**src/rtl/bp_me_mem_cmd_arbiter.sv**
```systemverilog
// rtl/bp_me_mem_cmd_arbiter.sv - round-robin memory command arbiter with in-order response routing
// Grants one CCE per cycle into a one-entry command slot and tracks granted IDs for response return.
module bp_me_mem_cmd_arbiter #(
  parameter int num_req_p         = 2,
  parameter int cmd_width_p       = 128,
  parameter int resp_width_p      = 128,
  parameter int max_outstanding_p = 4
) (
  input  logic                                 clk_i,
  input  logic                                 reset_n_i,
  input  logic [num_req_p*cmd_width_p-1:0]     req_cmd_i,
  input  logic [num_req_p-1:0]                 req_cmd_v_i,
  output logic [num_req_p-1:0]                 req_cmd_yumi_o,
  output logic [cmd_width_p-1:0]               mem_cmd_o,
  output logic                                 mem_cmd_v_o,
  input  logic                                 mem_cmd_ready_i,
  input  logic [resp_width_p-1:0]              mem_resp_i,
  input  logic                                 mem_resp_v_i,
  output logic                                 mem_resp_ready_o,
  output logic [resp_width_p-1:0]              req_resp_o,
  output logic [num_req_p-1:0]                 req_resp_v_o,
  input  logic [num_req_p-1:0]                 req_resp_ready_i,
  output logic [$clog2(max_outstanding_p+1)-1:0] outstanding_o
);

  localparam int id_w_lp  = $clog2(num_req_p);
  localparam int ptr_w_lp = (max_outstanding_p > 1) ? $clog2(max_outstanding_p) : 1;
  localparam int cnt_w_lp = $clog2(max_outstanding_p + 1);

  logic [cmd_width_p-1:0] req_cmd_arr [num_req_p];
  for (genvar k = 0; k < num_req_p; k++) begin : g_unpack
    assign req_cmd_arr[k] = req_cmd_i[k*cmd_width_p +: cmd_width_p];
  end

  logic [cmd_width_p-1:0] mem_cmd_q, mem_cmd_d;
  logic                   mem_cmd_v_q, mem_cmd_v_d;
  logic [id_w_lp-1:0]     rr_ptr_q, rr_ptr_d;
  logic [id_w_lp-1:0]     fifo_q [max_outstanding_p];
  logic [id_w_lp-1:0]     fifo_d [max_outstanding_p];
  logic [ptr_w_lp-1:0]    rd_ptr_q, rd_ptr_d, wr_ptr_q, wr_ptr_d;
  logic [cnt_w_lp-1:0]    count_q, count_d;

  logic               grant_en, grant_found, grant, pop, fifo_nonempty;
  logic [id_w_lp:0]   scan;
  logic [id_w_lp-1:0] grant_idx, head;

  assign fifo_nonempty = (count_q != '0);
  assign head          = fifo_q[rd_ptr_q];

  // Occupancy is checked against the registered count, so a same-cycle pop never enables a grant.
  assign grant_en = reset_n_i & (~mem_cmd_v_q | mem_cmd_ready_i) &
                    (count_q < cnt_w_lp'(max_outstanding_p));

  always_comb begin
    grant_found = 1'b0;
    grant_idx   = '0;
    scan        = '0;
    for (int i = 0; i < num_req_p; i++) begin
      scan = {1'b0, rr_ptr_q} + (id_w_lp+1)'(i);
      if (scan >= (id_w_lp+1)'(num_req_p)) scan = scan - (id_w_lp+1)'(num_req_p);
      if (!grant_found && req_cmd_v_i[scan[id_w_lp-1:0]]) begin
        grant_found = 1'b1;
        grant_idx   = scan[id_w_lp-1:0];
      end
    end
  end

  assign grant = grant_en & grant_found;

  always_comb begin
    req_cmd_yumi_o = '0;
    if (grant) req_cmd_yumi_o[grant_idx] = 1'b1;
  end

  always_comb begin
    req_resp_v_o = '0;
    if (mem_resp_v_i && fifo_nonempty) req_resp_v_o[head] = 1'b1;
  end

  assign req_resp_o       = mem_resp_i;
  assign mem_resp_ready_o = fifo_nonempty & req_resp_ready_i[head];
  assign pop              = mem_resp_v_i & mem_resp_ready_o;

  always_comb begin
    mem_cmd_d   = mem_cmd_q;
    mem_cmd_v_d = mem_cmd_v_q & ~mem_cmd_ready_i;
    rr_ptr_d    = rr_ptr_q;
    fifo_d      = fifo_q;
    wr_ptr_d    = wr_ptr_q;
    rd_ptr_d    = rd_ptr_q;
    count_d     = count_q;
    if (grant) begin
      mem_cmd_d        = req_cmd_arr[grant_idx];
      mem_cmd_v_d      = 1'b1;
      rr_ptr_d         = (grant_idx == id_w_lp'(num_req_p-1)) ? '0 : grant_idx + 1'b1;
      fifo_d[wr_ptr_q] = grant_idx;
      wr_ptr_d         = (wr_ptr_q == ptr_w_lp'(max_outstanding_p-1)) ? '0 : wr_ptr_q + 1'b1;
    end
    if (pop) begin
      rd_ptr_d = (rd_ptr_q == ptr_w_lp'(max_outstanding_p-1)) ? '0 : rd_ptr_q + 1'b1;
    end
    case ({grant, pop})
      2'b10:   count_d = count_q + 1'b1;
      2'b01:   count_d = count_q - 1'b1;
      default: count_d = count_q;
    endcase
  end

  always_ff @(posedge clk_i or negedge reset_n_i) begin
    if (!reset_n_i) begin
      mem_cmd_q   <= '0;
      mem_cmd_v_q <= 1'b0;
      rr_ptr_q    <= '0;
      rd_ptr_q    <= '0;
      wr_ptr_q    <= '0;
      count_q     <= '0;
      for (int i = 0; i < max_outstanding_p; i++) fifo_q[i] <= '0;
    end else begin
      mem_cmd_q   <= mem_cmd_d;
      mem_cmd_v_q <= mem_cmd_v_d;
      rr_ptr_q    <= rr_ptr_d;
      rd_ptr_q    <= rd_ptr_d;
      wr_ptr_q    <= wr_ptr_d;
      count_q     <= count_d;
      fifo_q      <= fifo_d;
    end
  end

  assign mem_cmd_o     = mem_cmd_q;
  assign mem_cmd_v_o   = mem_cmd_v_q;
  assign outstanding_o = count_q;

endmodule

```
**config.mk**
```make
export PLATFORM = sky130hd
export DESIGN_NAME = bp_me_mem_cmd_arbiter
export DESIGN_NICKNAME = d
export VERILOG_FILES = /design/src/rtl/bp_me_mem_cmd_arbiter.sv
export SDC_FILE = /design/constraint.sdc
export NUM_CORES = 1
export LEC_CHECK = 0
export BUFFER_PORTS_ARGS = -buffer_cell sky130_fd_sc_hd__buf_2
export CORE_AREA = 2 2 258 260
export CTS_CLUSTER_DIAMETER = 200
export DETAILED_ROUTE_END_ITERATION = 6
export DIE_AREA = 0 0 260 262
export SETUP_SLACK_MARGIN = 0.15
export SLEW_MARGIN = 20
export SYNTH_ARGS = -nofsm -noshare
export SYNTH_HDL_FRONTEND = slang
export SYNTH_SLANG_ARGS = --single-unit
export TNS_END_PERCENT = 1
```
**constraint.sdc**
```tcl
create_clock -name clk_i -period 2.65 [get_ports clk_i]
set_input_delay 0.1325 -clock clk_i [delete_from_list [all_inputs] [get_ports clk_i]]
set_output_delay 0.1325 -clock clk_i [all_outputs]
set_load 0.1 [all_outputs]
```
Word level (Yosys, flattened, before mapping)
Index checks and enable logic that the tools add are counted.
{ "totals": {"regBits": 141, "in_bits": 392, "output_inout_bits": 265} }
{ "classes": {"add_sub_neg": 8, "n_lt_le_gt_ge": 13, "eq_ne": 4, "n_mux": 32, "bitwise_logic": 12, "n_reduce_logical": 8} }
{ "op_table": {"columns": ["operator", "count"], "rows": [
  ["two-way mux 128 bit", 3],
  ["two-way mux 1 bit", 19],
  ["less-than comparator 1 x 2 -> 1 bit (second input constant)", 4],
  ["two-way mux 2 bit", 4],
  ["AND 1 bit", 6],
  ["== test 2 bit (second input constant)", 3],
  ["greater-or-equal comparator 3 bit (second input constant)", 2],
  ["NOT 2 -> 3 bit", 2],
  ["one-hot mux 3 bit (2 select lines)", 1],
  ["logical AND 1 bit", 5],
  ["adder 2 x 1 -> 2 bit (second input constant)", 2],
  ["bitwise mux 4 bit", 1],
  ["greater-or-equal comparator 2 bit (second input constant)", 2],
  ["adder 3 x 1 -> 3 bit (second input constant)", 1],
  ["less-than comparator 3 x 1 -> 1 bit (second input constant)", 1],
  ["less-than comparator 3 bit (second input constant)", 1],
  ["nonzero test 3 bit", 1],
  ["subtractor 3 x 1 -> 3 bit (second input constant)", 1],
  ["adder 1 x 1 -> 2 bit (second input constant)", 1],
  ["binary-select mux 1 bit (select 2 bit)", 1],
  ["demux 1 bit (select 1 bit)", 2],
  ["demux 1 bit (select 2 bit)", 1],
  ["== test 2 x 1 -> 1 bit (second input constant)", 1],
  ["greater-or-equal comparator 1 bit (second input constant)", 2],
  ["other kinds (8)", 10]
]} }

Logic depth before layout (Yosys ltp)
Gate-level depths: netlist (run 1).
{ "logic_depth": {"ltp_word": 13, "depth_mapped": 12} }

Worst setup path before layout (run 1)
Ideal clock, no wire load.
{ "synth_path": {"kind": "register to output", "from": "register count_q[2], in the netlist outstanding_o[2]", "to": "output port req_cmd_yumi_o[0]", "arrival_time_ns": 2.860, "required_ns": 2.518, "path_slack_ns": -0.342, "path_stages_with_launch": 8, "cell_sequence": "dfrtp_1 > nor2b_1 > buf_2 > and3_1 > buf_6 > buf_6 > inv_1 > nor2_1"} }
{ "synth_via": {"elab_chain_len": 4} }
{ "synth_lines": {"columns": ["element", "line_no", "source"], "rows": [
  ["start: declaration", "41", "logic [cnt_w_lp-1:0] count_q, count_d;"],
  ["start signal: assignment", "124", "count_q <= count_d;"],
  ["less-than comparator 3 bit", "52", "(count_q < cnt_w_lp'(max_outstanding_p));"],
  ["AND 1 bit", "51", "assign grant_en = reset_n_i & (~mem_cmd_v_q | mem_cmd_ready_i) &"],
  ["AND 1 bit", "68", "assign grant = grant_en & grant_found;"],
  ["two-way mux 2 bit", "72", "if (grant) req_cmd_yumi_o[grant_idx] = 1'b1;"],
  ["end: declaration", "13", "output logic [num_req_p-1:0] req_cmd_yumi_o,"]
]} }
No other way between the ends.

Worst setup path in the final report (run 1)
{ "layout_path": {"from": "register rd_ptr_q[0]", "to": "register count_q[2], in the netlist outstanding_o[2]"} }
{ "layout_via": {"elab_chain_len": 10, "word_cells_on_any_way": 12, "classes_between": "eq/ne (2); mux (6); bitwise (3); reduce/logical (1)"} }
{ "layout_lines": {"columns": ["element", "line_no", "source"], "rows": [
  ["start: declaration", "40", "logic [ptr_w_lp-1:0] rd_ptr_q, rd_ptr_d, wr_ptr_q, wr_ptr_d;"],
  ["start signal: assignment", "122", "rd_ptr_q <= rd_ptr_d;"],
  ["NOT 2 -> 3 bit (implied by the code) *", "48", "assign head = fifo_q[rd_ptr_q];"],
  ["binary-select mux 1 bit (select 2 bit) *", "48", null],
  ["two-way mux 1 bit (implied by the code) * (2 in series)", "48", null],
  ["two-way mux 1 bit (implied by the code) * (2 in series)", "81", "assign mem_resp_ready_o = fifo_nonempty & req_resp_ready_i[head];"],
  ["AND 1 bit *", "81", null],
  ["AND 1 bit *", "82", "assign pop = mem_resp_v_i & mem_resp_ready_o;"],
  ["net pop", "43", "logic grant_en, grant_found, grant, pop, fifo_nonempty;"],
  ["== test 2 x 1 -> 1 bit or == test 2 bit (tied branches)", "102", "case ({grant, pop})"],
  ["one-hot mux 3 bit (2 select lines) or nonzero test 2 bit (tied branches)", null, null]
]} }
The timed path passes the listed nets; every way through them passes the cells marked *. The select of a mux whose other input is x is not followed.
A chain may end at the register's enable or synchronous reset.

==> impl_summary.log, run 1 <==
[metrics] number of iterations in the first detailed-routing pass: 5
[metrics] number of buffers created by CTS: 17
[metrics] Total GRT Usage: 11.5%
[metrics] minimum period implied by the final worst setup slack: 2340 ps
[metrics] multi-input combinational cell area: 3660 µm²
[metrics] overall overflow remaining after global route: 0
[metrics] number of cell rows: 94
[metrics] Distinct cells, synth: 28
[metrics] share of the synthesized area in the top cell type: 40.4%
[metrics] run status: finished clean
[metrics] cell types with the largest area share after synthesis: dfrtp_1 (40%), a31oi_1 (18%), buf_4 (11%)
[metrics] maximum number of pins on one net before global-route repair: 134
[metrics] worst relative slew slack: 40.6%
[metrics] worst vdd ir: 0.824 mV
[metrics] worst reg2reg setup slack: 310 ps
[metrics] share of final-layout standard cells stronger than drive strength 1: 33.3%
[metrics] dominant cell by count in the synthesized netlist: a31oi_1
[metrics] data arrival time at the worst-slack endpoint: 2740 ps
[metrics] number of clock sinks: 141
[metrics] power density normalized to cell area: 1500 nW/µm²
[metrics] die outline area: 68,100 µm²
[metrics] end of the critical path: outstanding_o[2]
[metrics] number of global-route vias before repair: 9,874
[metrics] overall die height: 262 µm
[metrics] category of the most critical setup path: flop to flop
[metrics] count of input and output buffers: 400
[metrics] capturing element type of the critical path: flop
[metrics] Iteration-0 DRC Markers: 961
[metrics] most instantiated cells after synthesis: a31oi_1 (256), dfrtp_1 (141), o21ai_0 (129), buf_4 (128), o211ai_1 (128)
[metrics] number of nets in the layout: 1,799
[metrics] core outline area: 65,300 µm²
[metrics] Worst Path Max Fanout: 4
[metrics] endpoint of the most critical register-to-register path: outstanding_o[2]
[metrics] final hold violation count: 0
[metrics] clock tree from TritonCTS: built
[metrics] Placer Congestion: 0.773
[metrics] Layout Area Growth over Synthesis: 57.6%
[metrics] Worst Skew: 14.0 ps
[metrics] CP startpoint: rd_ptr_q[0]
[metrics] number of synthesized register bits: 141
[metrics] fillcell total: 7,139
[metrics] EDFF count, synth: 0
[metrics] average size of a mapped cell: 9.04 µm²
[metrics] initial standard-cell utilization of the core: 13.4%
[metrics] leakage power figure: 5.35 nW
[metrics] internal power: 8.22 mW
[metrics] WP data required: 3040 ps
[metrics] count of unresolved DRC violations after routing: 0
[metrics] Max Fclk: 0.427 GHz
[metrics] most common flop cell mapped by yosys: dfrtp_1
[metrics] worst hold slack: 112 ps
[metrics] post-synth top area cell: dfrtp_1
[metrics] startpoint of the lowest-slack register-to-register path: rd_ptr_q[0]
[metrics] number of antenna violations at the first check in global routing: 4
[metrics] number of max-slew violations in the final report: 0
[metrics] Via-to-Cell Ratio: 4.47
[metrics] Worst setup SP type: flop
[metrics] storage element area: 3530 µm²
[metrics] fraction of power consumed by combinational cells: 68.7%
[metrics] area of the mapped netlist: 8740 µm²
[metrics] max-cap violations: 0
[metrics] die boundary width: 260 µm
[metrics] Post-synth ARST share: 100%
[metrics] wire length of the first global-routing pass: 59.4 mm
[metrics] Hold Crit Class: input port to flop
[metrics] total vias in the final route: 10,200
[metrics] clock root buffer: clkbuf_16
[metrics] DP Wirelength: 25.2 mm
[metrics] total length of routed wires: 41.4 mm
[metrics] clock buffer depth: 2
[metrics] number of cells in the design after placement: 1,988
[metrics] I/O pin cnt: 657
[metrics] number of setup violations in the final report: 0
[metrics] YS warnings: 0
[metrics] Routed wire per std cell: 18.2 µm
[metrics] sequential area share after synthesis: 40.4%
[metrics] non-filler cells, final: 2,279
[metrics] net switching power: 12.4 mW
[metrics] Routed Antenna Nets: 0
[metrics] clk_lat worst skew: 480 ps
[metrics] Clk pwr share: 12.4%
[metrics] number of levels in the clock H-tree: 4
[metrics] Net Sw Frac: 60.2%
[metrics] net count after synthesis: 1,366
[metrics] part of the total power dissipated in sequential elements: 18.9%
[metrics] worst reg-to-reg path cell count: 8
[metrics] Worst Tran Pin Value: 891 ps
[metrics] Worst-path clk slew: 70 ps
[metrics] setup repair after global routing missed its margin: false
[metrics] Cells after Synth: 967
[metrics] crit share post-route: 88.5%
## what timing repair did
action / in CTS / in global routing
hold buffers: 256 / 0
setup buffers: 0 / 1
hold endpoints to repair: 163 / 0
resized for setup: 0 / 1
setup endpoints to repair: 0 / 1
## layer usage
layer	track usage [%]	vias up	share of wire, %
met1	12.3	4916	37
li1	-	4474	-
met3	4.45	139	9.7
met2	19.0	648	48
met4	7.44	4	5.3
met5	0	-	0.065
## worst max-delay path, cell delays in order, from the launching register on
cell and delay (ps):
dfrtp_1 380, mux4_2 590, mux2i_4 230, ha_2 230, inv_1 50, fa_1 370, xor2_1 150, nor2_1 120
xor2_1 140
## worst min-delay path by stage
stage	start	endpoint	slack [ps]	cells past startpoint
after global placement	reset_n_i	mem_cmd_o[25]	250	2
after global routing	req_cmd_i[187]	mem_cmd_o[59]	40	3
final	req_cmd_i[187]	mem_cmd_o[59]	110	3
after CTS	req_cmd_i[187]	mem_cmd_o[59]	20	3
after detailed placement	reset_n_i	mem_cmd_o[39]	260	2
after floorplan	reset_n_i	fifo_q[0]	-160	0
## cells in the final DEF (no fill, tap or decap), drive strengths merged
cell type,n
o21ai,129
inv,9
ha,6
xnor2,1
o211ai,128
dfrtp,141
fa,1
mux4,1
clkinv,3
or2,1
buf,417
mux2,9
dlygate4sd3,256
nor2b,3
nor2,8
nand2,1
diode,2
nand4,4
o311ai,2
clkbuf,23
bufinv,2
nor3,1
xor2,2
mux2i,3
clkinvlp,3
a31oi,256
and3,1
nand2b,2
## flip-flops by register name, summed over array words and instances, names as in the netlist
register and flops:
fifo_q 4, rr_ptr_q 1, wr_ptr_q 2, mem_cmd_o 128
rd_ptr_q 2, mem_cmd_v_o 1, outstanding_o 3
## layout make-up
cell class	count	area share (%)
sequential	141	25.6
timing repair buffer	673	35.3
clock buffer	23	3.54
tap	864	7.84
inverter	8	0.254
antenna	2	0.0363
multi-input combinational	559	26.6
clock inverter	9	0.799
## logic make-up (layout without fill, tap and decap cells)
kind of cell             after synthesis  count (layout)  share of synthesized area (%)
AO/OA/AOI/OAI                        515             515                           36.9
XOR/XNOR                               3               3                          0.301
adder cells (fa/ha/maj)                7               7                           1.09
buffers and inverters                267             713                           18.2
flip-flops                           141             141                           40.4
multiplexers                          13              13                           1.90
other                                  0               2                              0
AND/OR/NAND/NOR                       21              21                           1.23
## through the flow
step	setup TNS (ps)	power [mW]	setup WS (ps)	instance area, µm²	utilization (%)
3_5_place_dp	0	16.3	273	10600	16.3
6_report	0	20.6	306	13800	21.1
3_3_place_gp	0	16.3	266	10600	16.3
5_1_grt	0	21.5	153	13800	21.1
4_1_cts	0	20.6	256	13800	21.1
2_1_floorplan	-59.6	14.8	-59.6	8750	-
## power groups by stage
stage	Clock (mW)	Combinational, mW	Sequential, mW
global route	2.76	14.7	4.04
CTS	2.69	14.0	3.89
finish	2.56	14.2	3.90
detailed placement	0	12.4	3.91
global placement	0	12.4	3.90
floorplan	0	3.68	11.1
No activity file was read; power rests on OpenSTA's default activity.
==> inputs of run 2 (changes only) <==
Settings changed: CAP_MARGIN set to 5, CORE_AREA 2 2 258 260 to 2 2 254 256, DIE_AREA 0 0 260 262 to 0 0 256 258.
==> run 2 against run 1 <==
The flow now finishes with violations (design-rule violations). Non-clock buffer count up 9. Cell count about the same. Critical endpoint unchanged. Largest cell class unchanged. Critical path depth unchanged. Sequential share of layout area down 0.12 points. Worst hold slack worse by 12 ps.
==> impl_summary.log, run 2 (same netlist as run 1, synthesis figures left out) <==
[metrics] Routed Antenna Nets: 0
[metrics] core outline area: 63,600 µm²
[metrics] endpoint of the most critical register-to-register path: outstanding_o[2]
[metrics] hold wc startpoint: req_cmd_i[14]
[metrics] fillcell total: 6,919
[metrics] minimum period implied by the final worst setup slack: 2400 ps
[metrics] startpoint of the lowest-slack register-to-register path: rd_ptr_q[0]
[metrics] clock tree from TritonCTS: built
[metrics] Routed wire per std cell: 18.8 µm
[metrics] cell chain of the critical path: mux4_2, mux2i_4, ha_2, inv_1, fa_1, xor2_1, nor2_1, xor2_1
[metrics] violated checks: design-rule violations
[metrics] wire length of the first global-routing pass: 63.7 mm
[metrics] maximum number of pins on one net before global-route repair: 134
[metrics] Hold Path Cell Cnt: 4
[metrics] final hold violation count: 0
[metrics] setup repair after global routing missed its margin: false
[metrics] number of buffers created by CTS: 17
[metrics] Layout Area Growth over Synthesis: 58.4%
[metrics] Placer Congestion: 0.769
[metrics] area after detailed placement: 10,600 µm²
[metrics] number of flip-flops under the largest register name: 128
[metrics] number of antenna violations at the first check in global routing: 1
[metrics] die outline area: 66,000 µm²
[metrics] DP Wirelength: 26.0 mm
[metrics] die boundary width: 256 µm
[metrics] worst reg-to-reg path cell count: 8
[metrics] number of setup violations in the final report: 0
[metrics] data arrival time at the worst-slack endpoint: 2790 ps
[metrics] worst reg2reg setup slack: 250 ps
[metrics] number of global-route vias before repair: 10,400
[metrics] initial standard-cell utilization of the core: 13.7%
[metrics] share of final-layout standard cells stronger than drive strength 1: 33.8%
[metrics] final instance area: 13,800 µm²
[metrics] Total GRT Usage: 12.6%
[metrics] total length of routed wires: 42.8 mm
[metrics] worst relative slew slack: 37.3%
[metrics] cell with the most instances on the worst path: xor2_1
[metrics] overall overflow remaining after global route: 0
[metrics] number of max-slew violations in the final report: 0
[metrics] max-cap violations: 0
[metrics] Iteration-0 DRC Markers: 1,049
[metrics] number of nets in the layout: 1,808
[metrics] worst vdd ir: 0.764 mV
[metrics] number of cell rows: 93
[metrics] least setup slack across all paths after layout: 251 ps
[metrics] Total Negative Setup Slacks: 0 ps
[metrics] number of iterations in the first detailed-routing pass: 7
[metrics] number of clock sinks: 141
[metrics] WP data required: 3040 ps
[metrics] Worst Path Max Fanout: 4
[metrics] number of levels in the clock H-tree: 4
[metrics] clk_lat worst skew: 480 ps
[metrics] Worst setup SP type: flop
[metrics] non-filler cells, final: 2,277
[metrics] Worst-path clk slew: 70 ps
[metrics] Worst Skew: 9.80 ps
[metrics] ANT cells: 0
[metrics] number of cells in the design after placement: 1,987
[metrics] count of unresolved DRC violations after routing: 2
[metrics] Hold EP: mem_cmd_o[14]
[metrics] Via-to-Cell Ratio: 4.50
[metrics] category of the most critical setup path: flop to flop
[metrics] utilization of the core after routing: 21.8%
[metrics] run status: complete, but fails checks
[metrics] commonest cells after routing, fill and taps aside: buf_2 (396), a31oi_1 (256), dlygate4sd3_1 (256), dfrtp_1 (138), o21ai_0 (129)
[metrics] slowest CP cell: mux4_2
[metrics] total vias in the final route: 10,200
[metrics] power density normalized to cell area: 1510 nW/µm²
[metrics] capturing element type of the critical path: flop
[metrics] worst setup timing slack at the placement stage: 251 ps
[metrics] crit share post-route: 90.5%
[metrics] leakage power figure: 5.42 nW
[metrics] leading cell type in the layout, fill and taps excluded: buf_2
[metrics] Hold Crit Class: input port to flop
[metrics] Worst Tran Pin Value: 941 ps
[metrics] clock root buffer: clkbuf_16
[metrics] I/O pin cnt: 657
[metrics] clock buffer depth: 2
[metrics] overall die height: 258 µm
[metrics] Max Fclk: 0.417 GHz
[metrics] count of input and output buffers: 400
[metrics] peak per-stage delay on the critical path: 600 ps
[run 2: changes by cell type in the layout (fill, tap and decap cells not counted), sizes merged]
cell	delta
clkbuf	-6
clkinvlp	-3
buf	+9
inv	+8
bufinv	+1
diode	-2
[run 2: layout make-up]
type	instances	area, µm²	share of cell area, %
Clock inverter	15	199	1.44
Clock buffer	17	425	3.07
Multi-Input combinational cell	559	3660	26.4
Sequential cell	141	3530	25.5
Inverter	8	35.0	0.253
Timing Repair Buffer	682	4920	35.6
Tap cell	855	1070	7.72
[run 2: worst max-delay path, delay by kind of cell (launching register included)]
family	cells	cell delay, ps
flip-flops	1	390
multiplexers	2	810
XOR/XNOR	2	320
adder cells (fa/ha/maj)	2	590
buffers and inverters	1	50
AND/OR/NAND/NOR	1	160
[run 2: repair_timing]
| action | 4_1_cts | 5_1_grt |
|---|---|---|
| setup endpoints to repair | 0 | 1 |
| endpoints found under the hold margin | 171 | 0 |
| hold buffers | 256 | 0 |
| buffers inserted | 0 | 2 |
| resized for setup | 0 | 1 |
[run 2: layer usage]
metal	track usage [%]	up-vias	wire, µm
met5	0	-	13
met4	8.54	2	2580
met3	5.81	139	4660
met2	19.9	633	19900
met1	13.5	4973	15600
li1	-	4499	-
[run 2: metrics by stage]
step	hold WS (ps)	total power, mW
floorplan	-163	14.8
global placement	266	16.3
detailed placement	266	16.4
CTS	54.5	20.9
global route	90.3	21.8
finish	100	20.9
[run 2: power by group]
part	switching (mW)	internal, mW
clock	1.18	1.52
sequential	0.636	3.24
combinational	10.8	3.52
[run 2: how the worst max path moves through the flow]
stage | start | to | slack (ps) | cells past startpoint
finish | rd_ptr_q[0] | outstanding_o[2] | 250 | 8
global placement | rd_ptr_q[0] | outstanding_o[2] | 260 | 8
global route | rd_ptr_q[0] | outstanding_o[2] | 150 | 8
detailed placement | rd_ptr_q[0] | outstanding_o[2] | 250 | 8
CTS | rd_ptr_q[0] | outstanding_o[2] | 230 | 8
floorplan | outstanding_o[1] | req_resp_v_o[0] | -60 | 3
==> inputs of run 3 (changes only) <==
Settings changed: ABC_AREA set to 1, CORE_AREA 2 2 254 256 to 2 2 253 255, DIE_AREA 0 0 256 258 to 0 0 255 257.
==> run 3 against run 2 <==
The flow now finishes without violations. Die area fell by 0.78%. Setup slack gained 65 ps. Utilization down 1.7 points. Sequential power fell by 3%. Combinational power down 15%. Cell count grew 0.26%. Critical path type unchanged. Largest cell class unchanged. Highest routed layer unchanged.
==> impl_summary.log, run 3 <==
[metrics] total vias in the final route: 7,891
[metrics] Total Negative Setup Slacks: 0 ps
[metrics] minimum period implied by the final worst setup slack: 2330 ps
[metrics] clock tree from TritonCTS: built
[metrics] area after detailed placement: 9290 µm²
[metrics] Placer Congestion: 0.751
[metrics] EDFF count, synth: 0
[metrics] commonest cells after routing, fill and taps aside: nand2_1 (401), buf_2 (397), dlygate4sd3_1 (260), dfrtp_1 (141), nand3_1 (135)
[metrics] number of cells in the design after placement: 1,991
[metrics] worst relative slew slack: 50.4%
[metrics] overall overflow remaining after global route: 0
[metrics] Via-to-Cell Ratio: 3.46
[metrics] final instance area: 12,600 µm²
[metrics] WP data required: 3000 ps
[metrics] non-filler cells, final: 2,283
[metrics] fraction of power consumed by combinational cells: 64.8%
[metrics] maximum number of pins on one net before global-route repair: 89
[metrics] overall die height: 257 µm
[metrics] most instantiated cells after synthesis: nand2_1 (401), buf_4 (148), dfrtp_1 (141), nand3_1 (135), inv_1 (20)
[metrics] Post-synth ARST share: 100%
[metrics] setup repair after global routing missed its margin: false
[metrics] multi-input combinational cell area: 2460 µm²
[metrics] number of antenna violations at the first check in global routing: 1
[metrics] Worst Path Max Fanout: 40
[metrics] clock root buffer: clkbuf_16
[metrics] die outline area: 65,500 µm²
[metrics] initial standard-cell utilization of the core: 11.6%
[metrics] ANT cells: 0
[metrics] run status: finished clean
[metrics] Clk pwr share: 15.3%
[metrics] post-synth top area cell: dfrtp_1
[metrics] Worst setup SP type: flop
[metrics] area of the mapped netlist: 7250 µm²
[metrics] category of the most critical setup path: flop to flop
[metrics] Routed Antenna Nets: 0
[metrics] number of max-slew violations in the final report: 0
[metrics] Cells after Synth: 907
[metrics] die boundary width: 255 µm
[metrics] worst setup timing slack at the placement stage: 492 ps
[metrics] clk_lat worst skew: 460 ps
[metrics] core outline area: 62,700 µm²
[metrics] number of buffers created by CTS: 17
[metrics] number of global-route vias before repair: 8,045
[metrics] internal power: 7.88 mW
[metrics] Distinct cells, synth: 19
[metrics] cell types with the largest area share after synthesis: dfrtp_1 (49%), nand2_1 (21%), buf_4 (15%)
[metrics] Net Sw Frac: 58.0%
[metrics] DP Wirelength: 20.5 mm
[metrics] dominant cell by count in the synthesized netlist: nand2_1
[metrics] number of synthesized register bits: 141
[metrics] data arrival time at the worst-slack endpoint: 2680 ps
[metrics] count of input and output buffers: 400
[metrics] most common flop cell mapped by yosys: dfrtp_1
[metrics] storage element area: 3530 µm²
[metrics] crit share post-route: 88.1%
[metrics] leakage power figure: 6.31 nW
[metrics] wire length of the first global-routing pass: 44.1 mm
[metrics] count of unresolved DRC violations after routing: 0
[metrics] clock buffer depth: 2
[metrics] least setup slack across all paths after layout: 316 ps
[metrics] utilization of the core after routing: 20.0%
[metrics] number of clock sinks: 141
[metrics] net count after synthesis: 1,306
[metrics] I/O pin cnt: 657
[metrics] number of flip-flops under the largest register name: 128
[metrics] Layout Area Growth over Synthesis: 73.4%
[metrics] Post-CTS Setup Inserts: 0
[metrics] total length of routed wires: 30.2 mm
[metrics] Worst-path clk slew: 70 ps
[metrics] leading cell type in the layout, fill and taps excluded: nand2_1
[metrics] fillcell total: 6,864
[metrics] share of final-layout standard cells stronger than drive strength 1: 30.9%
[metrics] number of cell rows: 92
[metrics] Max Fclk: 0.429 GHz
[metrics] Worst Tran Pin Value: 744 ps
[metrics] Routed wire per std cell: 13.2 µm
[metrics] worst vdd ir: 0.974 mV
[metrics] Total Power Consumption: 18.8 mW
[metrics] average size of a mapped cell: 7.99 µm²
[metrics] net switching power: 10.9 mW
[metrics] Worst Skew: 10.3 ps
[metrics] final hold violation count: 0
[metrics] part of the total power dissipated in sequential elements: 19.9%
[metrics] power density normalized to cell area: 1490 nW/µm²
[metrics] Iteration-0 DRC Markers: 358
[metrics] sequential area share after synthesis: 48.7%
[metrics] number of levels in the clock H-tree: 4
[metrics] worst hold slack: 77.9 ps
[metrics] Hold Crit Class: input port to flop
[metrics] YS warnings: 0
[metrics] max-cap violations: 0
[metrics] number of iterations in the first detailed-routing pass: 5
[metrics] number of nets in the layout: 1,823
[metrics] Total GRT Usage: 9.11%
[metrics] share of the synthesized area in the top cell type: 48.7%
[metrics] capturing element type of the critical path: flop
[metrics] number of setup violations in the final report: 0
run 3: layout make-up:
| type | count | area share, % |
|---|---|---|
| Clock buffer | 19 | 3.52 |
| Clock inverter | 13 | 1.88 |
| Inverter | 20 | 0.597 |
| Multi-Input combinational cell | 575 | 19.6 |
| Sequential cell | 141 | 28.1 |
| Tap cell | 846 | 8.42 |
| Timing Repair Buffer | 669 | 38.0 |
run 3: routing by layer:
metal | track usage, % | share of wire (%)
met5 | 0 | 0.033
met2 | 14.5 | 45
met3 | 4.47 | 10
met4 | 7.05 | 6.7
met1 | 9.03 | 39
run 3: worst paths after layout:
path,start,endpoint,slack (ps),depth (start not counted)
worst max-delay path,outstanding_o[2],mem_cmd_o[16],320,7
worst min-delay path,req_resp_ready_i[0],rd_ptr_q[0],80,5
worst max register to register,outstanding_o[2],mem_cmd_o[16],320,7
worst min register to register,fifo_q[3],fifo_q[3],520,2
max in group asynchronous,reset_n_i,mem_cmd_o[96],1210,4
min in group asynchronous,reset_n_i,mem_cmd_o[116],300,3
run 3: power by group through the flow:
stage / combinational (mW) / sequential, mW / clock (mW)
after floorplan: 2.76 / 10.4 / 0
after global placement: 10.5 / 3.75 / 0
after detailed placement: 10.6 / 3.73 / 0
after CTS: 12.2 / 3.73 / 3.01
after global routing: 12.8 / 3.88 / 3.09
final: 12.2 / 3.74 / 2.87
run 3: repair_timing:
| item | 4_1_cts | 5_1_grt |
|---|---|---|
| gates resized for setup | 0 | 1 |
| endpoints found under the hold margin | 219 | 0 |
| hold buffers | 260 | 0 |
| setup endpoints to repair | 0 | 40 |
run 3: worst max-delay path, stage by stage (launching register included):
cell and delay (ps):
dfrtp_1 420, nor2_1 190, nand3_4 210, buf_4 320
buf_6 250, nand2_1 100, nand3_1 90, dlygate4sd3_1 580
run 3: cells by family after synthesis:
kind of cell | count (synthesis) | synth area share (%)
flops | 141 | 48.7
simple gates | 553 | 31.2
fa+ha+maj | 7 | 1.31
buf+inv | 191 | 17.7
compound gates | 13 | 0.932
xor+xnor | 2 | 0.242
